## config.mk

```make
export PLATFORM = sky130hd
export DESIGN_NAME = seg7_scan_driver
export DESIGN_NICKNAME = d
export VERILOG_FILES = /design/src/rtl/seg7_scan_driver_pkg.sv /design/src/rtl/seg7_decode.sv /design/src/rtl/seg7_scan_driver.sv
export SDC_FILE = /design/constraint.sdc
export NUM_CORES = 1
export LEC_CHECK = 0
export CELL_PAD_IN_SITES_DETAIL_PLACEMENT = 0
export CELL_PAD_IN_SITES_GLOBAL_PLACEMENT = 1
export CORE_AREA = 2 2 88 81
export DETAILED_ROUTE_END_ITERATION = 16
export DIE_AREA = 0 0 90 83
export GPL_TIMING_DRIVEN = 0
export PLACE_DENSITY_LB_ADDON = 0.2
export RECOVER_POWER = 50
export REMOVE_ABC_BUFFERS = 1
export SYNTH_ARGS = -nofsm -noshare
export SYNTH_HDL_FRONTEND = slang
export SYNTH_SLANG_ARGS = --single-unit
export TNS_END_PERCENT = 1
```

## constraint.sdc

```tcl
create_clock -name clk -period 3.5 [get_ports clk]
set_clock_uncertainty 0.1 [all_clocks]
set_input_delay 0.7 -clock clk [delete_from_list [all_inputs] [get_ports clk]]
set_output_delay 0.7 -clock clk [all_outputs]
set_load 0.01 [all_outputs]
```

## src/rtl/seg7_scan_driver_pkg.sv

```systemverilog
`default_nettype none
// ============================================================================
// seg7_scan_driver_pkg : glyph table, scan states and display word layout
// Rev 1.0
// ============================================================================
package seg7_scan_driver_pkg;

    localparam logic [3:0] MINUS_CODE = 4'hA;
    localparam logic [6:0] SEG_BLANK  = 7'h00;
    localparam logic [6:0] SEG_MINUS  = 7'h40;

    // Segment patterns for 0..9, bit0 = a; index 9 is the leftmost entry.
    localparam logic [9:0][6:0] SEG_DIGITS = {
        7'h6F, 7'h7F, 7'h07, 7'h7D, 7'h6D,
        7'h66, 7'h4F, 7'h5B, 7'h06, 7'h3F
    };

    typedef enum logic [1:0] {
        ST_IDLE = 2'd0,
        ST_GAP  = 2'd1,
        ST_ON   = 2'd2
    } scan_state_e;

    typedef struct packed {
        logic [15:0] value;
        logic [3:0]  dp_mask;
        logic        blank_lz;
    } disp_word_t;

endpackage
`default_nettype wire

```

## src/rtl/seg7_decode.sv

```systemverilog
`default_nettype none
// ============================================================================
// seg7_decode : combinational nibble to 7-segment glyph (0-9, minus, blank)
// Rev 1.0
// ============================================================================
module seg7_decode
    import seg7_scan_driver_pkg::*;
(
    input  logic [3:0] nibble_i,
    output logic [6:0] seg_o
);

    always_comb begin
        seg_o = SEG_BLANK;
        if (nibble_i <= 4'd9) begin
            seg_o = SEG_DIGITS[nibble_i];
        end else if (nibble_i == MINUS_CODE) begin
            seg_o = SEG_MINUS;
        end
    end

endmodule
`default_nettype wire

```

## src/rtl/seg7_scan_driver.sv

```systemverilog
`default_nettype none
// ============================================================================
// seg7_scan_driver : 4-digit multiplexed 7-segment scanner with tear-free load
// Rev 1.0
// ============================================================================
module seg7_scan_driver
    import seg7_scan_driver_pkg::*;
#(
    parameter int DIGIT_TICKS    = 25,
    parameter int GAP_TICKS      = 2,
    parameter int SEG_ACTIVE_LOW = 0,
    parameter int SEL_ACTIVE_LOW = 0
) (
    input  logic        clk,
    input  logic        resetn,
    input  logic        enable,
    input  logic [15:0] value,
    input  logic [3:0]  dp_mask,
    input  logic        blank_lz,
    input  logic        load,
    output logic [6:0]  seg,
    output logic        dp,
    output logic [3:0]  digit_sel,
    output logic        frame_start,
    output logic        pending
);

    localparam logic [7:0] SLOT_LAST = 8'(DIGIT_TICKS - 1);
    localparam logic [7:0] GAP_LAST  = 8'(GAP_TICKS - 1);

    scan_state_e state_q, state_d;
    logic [7:0]  tick_q, tick_d;
    logic [1:0]  digit_q, digit_d;
    disp_word_t  pend_q, pend_d;
    disp_word_t  act_q, act_d;
    logic        pending_q, pending_d;

    disp_word_t  in_word;
    logic        boundary;
    logic [3:0]  cur_nibble;
    logic [6:0]  cur_glyph;
    logic        lz3, lz2, lz1;
    logic [3:0]  lz_vec;
    logic [6:0]  seg_raw;
    logic        dp_raw;
    logic [3:0]  sel_raw;

    assign in_word  = '{value: value, dp_mask: dp_mask, blank_lz: blank_lz};
    assign boundary = (state_q == ST_GAP) && (digit_q == 2'd0) && (tick_q == 8'd0);

    always_comb begin
        state_d = state_q;
        tick_d  = tick_q;
        digit_d = digit_q;
        if (!enable) begin
            state_d = ST_IDLE;
            tick_d  = 8'd0;
            digit_d = 2'd0;
        end else begin
            case (state_q)
                ST_IDLE: begin
                    state_d = ST_GAP;
                    tick_d  = 8'd0;
                    digit_d = 2'd0;
                end
                ST_GAP: begin
                    tick_d = tick_q + 8'd1;
                    if (tick_q == GAP_LAST) begin
                        state_d = ST_ON;
                    end
                end
                ST_ON: begin
                    if (tick_q == SLOT_LAST) begin
                        tick_d  = 8'd0;
                        digit_d = digit_q + 2'd1;
                        state_d = ST_GAP;
                    end else begin
                        tick_d = tick_q + 8'd1;
                    end
                end
                default: state_d = ST_IDLE;
            endcase
        end
    end

    // The active word only moves on the first gap cycle of digit 0, so a frame never tears.
    always_comb begin
        pend_d    = pend_q;
        pending_d = pending_q;
        act_d     = act_q;
        if (load) begin
            pend_d    = in_word;
            pending_d = 1'b1;
        end
        if (boundary) begin
            if (load) begin
                act_d     = in_word;
                pending_d = 1'b0;
            end else if (pending_q) begin
                act_d     = pend_q;
                pending_d = 1'b0;
            end
        end
    end

    always_ff @(posedge clk or negedge resetn) begin
        if (!resetn) begin
            state_q   <= ST_IDLE;
            tick_q    <= 8'd0;
            digit_q   <= 2'd0;
            pend_q    <= '0;
            act_q     <= '0;
            pending_q <= 1'b0;
        end else begin
            state_q   <= state_d;
            tick_q    <= tick_d;
            digit_q   <= digit_d;
            pend_q    <= pend_d;
            act_q     <= act_d;
            pending_q <= pending_d;
        end
    end

    // A digit is leading-zero blank only while every digit to its left is blank too.
    assign lz3    = act_q.blank_lz && (act_q.value[15:12] == 4'd0);
    assign lz2    = lz3 && (act_q.value[11:8] == 4'd0);
    assign lz1    = lz2 && (act_q.value[7:4] == 4'd0);
    assign lz_vec = {lz3, lz2, lz1, 1'b0};

    assign cur_nibble = act_q.value[{digit_q, 2'b00} +: 4];

    seg7_decode u_decode (
        .nibble_i (cur_nibble),
        .seg_o    (cur_glyph)
    );

    always_comb begin
        seg_raw = SEG_BLANK;
        dp_raw  = 1'b0;
        sel_raw = 4'b0000;
        if (state_q == ST_ON) begin
            sel_raw = 4'b0001 << digit_q;
            seg_raw = lz_vec[digit_q] ? SEG_BLANK : cur_glyph;
            dp_raw  = act_q.dp_mask[digit_q];
        end
    end

    assign seg         = (SEG_ACTIVE_LOW != 0) ? ~seg_raw : seg_raw;
    assign dp          = (SEG_ACTIVE_LOW != 0) ? ~dp_raw  : dp_raw;
    assign digit_sel   = (SEL_ACTIVE_LOW != 0) ? ~sel_raw : sel_raw;
    assign frame_start = boundary;
    assign pending     = pending_q;

endmodule
`default_nettype wire
```

==> results of run 1 <==
-- cell usage after synthesis (all sizes together), types with 5 or more instances --
cell | instances | area [um2]
and2 | 6 | 37.5
a21o | 5 | 37.5
buf | 6 | 33.8
inv | 11 | 41.3
mux2 | 42 | 473
ha | 16 | 200
mux4 | 5 | 113
dfrtp | 55 | 1380
nand2 | 5 | 18.8
o21ai | 12 | 60.1
nor2 | 11 | 41.3
-- state kept, by name (all words and copies together) (netlist names) --
signal	cells
act_q	21
digit_q	2
tick_q	8
pending	1
state_q	2
pend_q	21
-- report_power, final --
part           internal (W)  leakage, nW  switching (W)
clock              0.000209       0.0502       0.000201
combinational      0.000447        0.783       0.000396
sequential         0.000805        0.667       0.000108
total               0.00146         1.50       0.000706
-- cells in the final DEF (no fill, tap or decap), drive strengths merged, types with 2 or more instances in the layout --
| cell | instances |
|---|---|
| mux2 | 42 |
| clkdlybuf4s50 | 28 |
| inv | 11 |
| buf | 7 |
| a21oi | 4 |
| mux2i | 3 |
| and2 | 6 |
| and3 | 3 |
| ha | 16 |
| o21ai | 12 |
| nor2b | 3 |
| clkbuf | 7 |
| nand2 | 5 |
| mux4 | 5 |
| o211ai | 2 |
| dfrtp | 55 |
| nand2b | 2 |
| nor4 | 4 |
| nor2 | 11 |
| a21o | 5 |
| dlygate4sd2 | 4 |
| nand3 | 4 |
| a21boi | 2 |
| dlygate4sd3 | 2 |
| nor3b | 4 |
| nor3 | 4 |
-- routing by layer --
layer | global-route usage (%) | vias to the layer above | wire length (um)
li1 | - | 890 | -
met1 | 19.2 | 920 | 2490
met2 | 26.7 | 23 | 2630
met3 | 3.27 | 6 | 142
met4 | 2.94 | 0 | 42
met5 | 0 | - | 0
-- final cells by class --
class,instances,area share [%]
sequential,55,40.4
inverter,11,1.21
timing repair buffer,45,12.8
multi-input combinational,150,39.2
clock inverter,2,1.10
clock buffer,5,2.01
tap,90,3.30
-- logic make-up (layout without fill, tap and decap cells) --
group	Yosys count	in the layout	synth area share, %
multiplexers	50	50	22.0
AO/OA/AOI/OAI	32	32	7.56
buffers and inverters	19	63	2.95
AND/OR/NAND/NOR	52	52	11.1
adder cells (fa/ha/maj)	16	16	7.16
flip-flops	55	55	49.2
-- final timing paths --
path                            startpoint    endpoint  depth (start not counted)
worst max-delay path            digit_q[0]      seg[6]                          8
worst min-delay path             pend_q[1]   pend_q[1]                          1
worst max register to register   tick_q[5]   tick_q[5]                          5
worst min register to register   pend_q[1]   pend_q[1]                          1
max in group asynchronous           resetn  digit_q[1]                          2
min in group asynchronous           resetn    act_q[2]                          1
-- worst register-to-register path, cell delays in order (launching register included) --
cell      delay (ns)
dfrtp_1         0.43
or3_1           0.49
o41a_1          0.47
o211ai_2        0.46
o21ai_0         0.18
a21o_1          0.20
-- timing repair --
action | CTS | global route
resized for setup | 10 | 6
endpoints found under the setup margin | 7 | 6
buffers inserted | 5 | 0
-- per-stage QoR --
stage | setup slack (ns) | TNS, ns | utilization, % | total power, W | std cells
finish | 0.161 | 0 | 52.4 | 0.00217 | 358
global route | 0.00936 | 0 | 52.4 | 0.00233 | 358
CTS | 0.100 | 0 | 52.5 | 0.00220 | 358
detailed placement | -0.288 | -1.17 | 50.4 | 0.00177 | 346
global placement | -0.623 | -17.62 | 49.9 | 0.00174 | 344
floorplan | 0.429 | 0 | - | 0.00148 | 216
==> reports/qor.yml, run 1 <==
synth:
  ys_seq_elements: 55
  synth_edf_count: 0
  synth-async-reset-ratio_pct: 100
  synth_warnings: 0
  yosysSeqAreaShare_pct: 49.2
  syn_inst: 224
  synthFlopType: "dfrtp_1"
  synth.distinct_cells: 41
  syn_area_per_cell_um2: 12.5
  syn_area_um2: 2800
routing:
  num_vias: 1839
  drt-vias-per-instance: 5.14
  drt-pass1-iter-count: 4
  drt_iter0_drc: 45
  wl_per_cell_um: 14.8
  drt-total-wl_mm: 5.31
  drc_errors: 0
  ant_nets: 0
setup_path:
  slowest_delay_ns: 0.56
  path_common_cell: "nor2_1"
  reg2reg_slack_ns: 1.09
  crit_slowest_cell: "mux4_2"
  cp_top_family: "multiplexers"
  cp-start-kind: "flop"
  worstPathArrival_ns: 2.54
  path_cells: "mux4_2 -> inv_2 -> ha_2 -> nor2_1 -> o21ai_1 -> nor2_1 -> a2111oi_1 -> dlygate4sd1_1"
  critical_path.max_fanout: 4
  cp_num_buf_inv: 2
  setup.worst_path.end_class: "primary output"
  required_ns: 2.70
  critPathKind: "flop to primary output"
cells_and_area:
  finalNetCount: 309
  n_antenna_cell: 0
  drive_gt1_share_pct: 26.1
  multi_input_area_um2: 1340
  seqCellArea_um2: 1380
  n_fill_cell: 619
  area_delta_synth_final_pct: 22.1
  stdcell_area_um2: 3420
grt:
  antenna_found_initial: 0
  grt_max_degree: 34
  grt_pass1_wl_mm: 9.31
  grt_overflow: 0
  grt_pass1_vias: 1976
  gr-usage-all-layers_pct: 15.1
floorplanning:
  rows: 28
  initial_core_util_pct: 42.9
  fp.dieH_um: 83
  dieArea_um2: 7470
  die_w_um: 90
  core_area_um2: 6520
  io_pins: 39
timing:
  slew_headroom_pct: 16.8
  finalCritPeriodShare_pct: 95.4
  setup_violations: 0
  holdWs_ns: 0.401
  max_freq_mhz: 299
  finalHoldViolations: 0
  finalCriticalPeriod_ns: 3.34
  worst_slew_pin_slew_ns: 1.25
  rsz0062_at_grt: "false"
  slew_violations: 0
clock_tree:
  cts.clk_slew.worst_paths_ns: 0.10
  clockRootBuffer: "clkbuf_8"
  ctsHoldBuffers: 0
  cts_htree_levels: 2
  cts_tree: "done"
  numCtsBuffers: 5
  cts_buffer_depth: 2
  clock_sinks: 55
  clock_latency_ns: 0.30
placed_design:
  portBuffers: 38
  dp_hpwl_mm: 3.83
  placed_area_um2: 3280
  place.gp.congestion: 0.750
pwr:
  power_leakage_nw: 1.50
  power.density_nw_per_um2: 634
  ir_drop_mv: 0.295
outcome:
  status: "complete, no violations"
flow_run:
  cap_viol_max_count: 0
min_path:
  worstHoldPathType: "flop to flop"
No activity file was read; power rests on OpenSTA's default activity.
==> run 2, diff against run 1 <==
--- a/config.mk
+++ b/config.mk
@@ -11,7 +11,7 @@
 export DETAILED_ROUTE_END_ITERATION = 16
 export DIE_AREA = 0 0 90 83
 export GPL_TIMING_DRIVEN = 0
-export PLACE_DENSITY_LB_ADDON = 0.2
+export PLACE_DENSITY = 0.8
 export RECOVER_POWER = 50
 export REMOVE_ABC_BUFFERS = 1
 export SYNTH_ARGS = -nofsm -noshare
==> run 2 against run 1 <==
  * The run now ends with max-capacitance violations, max-slew violations left
  * Global-route usage is 0.54 points lower
  * Register-to-register slack better by 0.03 ns
  * Setup slack lost 0.032 ns
  * Worst hold slack got worse by 0.071 ns
  * Clock power decreased by 10%
  * Count of clock-buffer cells in the layout unchanged
  * Critical path depth unchanged
  * Sequential share of layout area shrank 0.21 points
  * First-iteration DRC count grew 36%
  * Critical path type unchanged
  * Critical endpoint is now seg[0]
  * Largest cell class unchanged
==> reports/qor.yml, run 2 (synthesis results as in run 1) <==
outcome:
  status: "finished with violations"  # was complete, no violations
  failed_checks: "max-capacitance violations, max-slew violations"
placed_design:
  place_ws_ns: -0.216  # was -0.288 ns
  dp_hpwl_mm: 3.74  # was 3.83 mm
  placed_area_um2: 3280  # unchanged
  place.gp.congestion: 0.775  # was 0.750
  portBuffers: 38  # unchanged
flow_run:
  cap_viol_max_count: 1  # was 0
routing:
  routed-wl-met2_mm: 2.29  # was 2.63 mm
  met1_length_mm: 2.64  # was 2.49 mm
  drt_iter0_drc: 61  # was 45
  drt-total-wl_mm: 5.19  # was 5.31 mm
  drc_errors: 0  # unchanged
  num_vias: 1832  # was 1,839
  drt-pass1-iter-count: 4  # unchanged
  top_layer: "met4"  # unchanged
  drt-vias-per-instance: 5.09  # was 5.14
  wl_per_cell_um: 14.4  # was 14.8 um
  ant_nets: 0  # unchanged
  wl_met3_um: 176  # was 142 um
cells_and_area:
  n_antenna_cell: 0  # unchanged
  stdcell_area_um2: 3430  # was 3420 um2
  n_fill_cell: 597  # was 619
  seqCellArea_um2: 1380  # about the same
  reg.largest.list: "act_q: 21 flops, pend_q: 21 flops, tick_q: 8 flops"  # unchanged
  finalNetCount: 310  # was 309
  drive_gt1_share_pct: 27.0  # was 26.1%
  layout_commonest_cell: "dfrtp_1"  # unchanged
  multi_input_area_um2: 1360  # was 1340 um2
  area_delta_synth_final_pct: 22.7  # was 22.1%
  final_cell_mix: "dfrtp_1 (54), mux2_2 (42), clkdlybuf4s50_1 (29)"  # was dfrtp_1 (53), mux2_2 (42), clkdlybuf4s50_1 (28)
timing:
  setup_violations: 0  # unchanged
  finalCritPeriodShare_pct: 96.3  # was 95.4%
  holdWs_ns: 0.329  # was 0.401 ns
  fin_ws_ns: 0.129  # was 0.161 ns
  max_freq_mhz: 297  # was 299 MHz
  slew_headroom_pct: -18.1  # was 16.8%
  finalCriticalPeriod_ns: 3.37  # was 3.34 ns
  rsz0062_at_grt: "true"  # was false
  finalHoldViolations: 0  # unchanged
  slew_violations: 42  # was 0
  worst_slew_pin_slew_ns: 1.77  # was 1.25 ns
  setup_tns_ns: 0  # unchanged
setup_path:
  worstPathArrival_ns: 2.57  # was 2.54 ns
  setup.worst_path.end_class: "primary output"  # unchanged
  critical_path.max_fanout: 4  # unchanged
  required_ns: 2.70  # about the same
  critPathKind: "flop to primary output"  # unchanged
  cp-start-kind: "flop"  # unchanged
pwr:
  power_leakage_nw: 1.52  # was 1.50 nW
  power.total_w: 0.00216  # was 0.00217 W
  power.density_nw_per_um2: 629  # was 634 nW/um2
  ir_drop_mv: 0.207  # was 0.295 mV
clock_tree:
  clock_sinks: 55  # unchanged
  cts.clk_slew.worst_paths_ns: 0.10  # about the same
  cts_buffer_depth: 2  # unchanged
  cts_htree_levels: 2  # unchanged
  cts_tree: "done"  # unchanged
  clock_latency_ns: 0.31  # was 0.30 ns
  ctsHoldBuffers: 0  # unchanged
  numCtsBuffers: 5  # unchanged
  clockRootBuffer: "clkbuf_8"  # unchanged
floorplanning:
  dieArea_um2: 7470  # unchanged
  core_area_um2: 6520  # unchanged
  rows: 28  # unchanged
  die_w_um: 90  # unchanged
  initial_core_util_pct: 42.9  # unchanged
  io_pins: 39  # unchanged
  fp.dieH_um: 83  # unchanged
grt:
  gr-usage-all-layers_pct: 14.6  # was 15.1%
  grt_max_degree: 42  # was 34
  grt_overflow: 0  # unchanged
  grt_pass1_vias: 1871  # was 1,976
  grt_pass1_wl_mm: 9.00  # was 9.31 mm
  antenna_found_initial: 0  # unchanged
min_path:
  worstHoldPathType: "input pin to async pin"  # was flop to flop
==> run 2: worst paths after layout <==
check,slack (ns),cells past startpoint,startpoint,endpoint
setup / recovery,0.13,8,digit_q[0],seg[0]
hold / removal,0.33,1,resetn,tick_q[0]
setup reg to reg,1.12,5,tick_q[5],tick_q[6]
hold reg to reg,0.40,1,pend_q[7],pend_q[7]
max in group asynchronous,0.74,2,resetn,act_q[10]
min in group clk,0.40,1,pend_q[7],pend_q[7]
==> run 2: repair_timing <==
action                     CTS  global route
setup buffers                2             4
setup endpoints to repair    7             4
gates resized for setup      9             5
==> run 2: per-layer routing <==
layer	vias up	track usage, %
met4	0	5.03
met2	31	21.5
met1	894	21.0
met5	-	0
li1	900	-
met3	7	3.45
==> run 2: stage by stage <==
| step | utilization [%] | std cells |
|---|---|---|
| floorplan | - | 216 |
| global placement | 49.9 | 344 |
| detailed placement | 50.4 | 346 |
| CTS | 52.2 | 356 |
| global route | 52.7 | 360 |
| finish | 52.7 | 360 |
==> run 2: final cells by class <==
cell class | instances | share of cell area [%]
multi-input combinational | 150 | 39.5
timing repair buffer | 46 | 13.0
inverter | 11 | 1.20
tap | 90 | 3.28
clock inverter | 3 | 0.838
clock buffer | 5 | 2.01
sequential | 55 | 40.1
==> run 2: report_power, final <==
group          total [W]  switching, W  internal (W)
registers       0.000913      0.000108      0.000805
logic           0.000878      0.000410      0.000468
clock network   0.000367      0.000218      0.000149
==> run 2: critical path: stages, from the launching register on <==
cell and delay, ns:
dfrtp_2 0.43, mux4_2 0.55, inv_2 0.12, ha_2 0.20, nor2_1 0.06, a22oi_1 0.19
nand2_1 0.08, nor2_1 0.09, clkdlybuf4s50_1 0.55
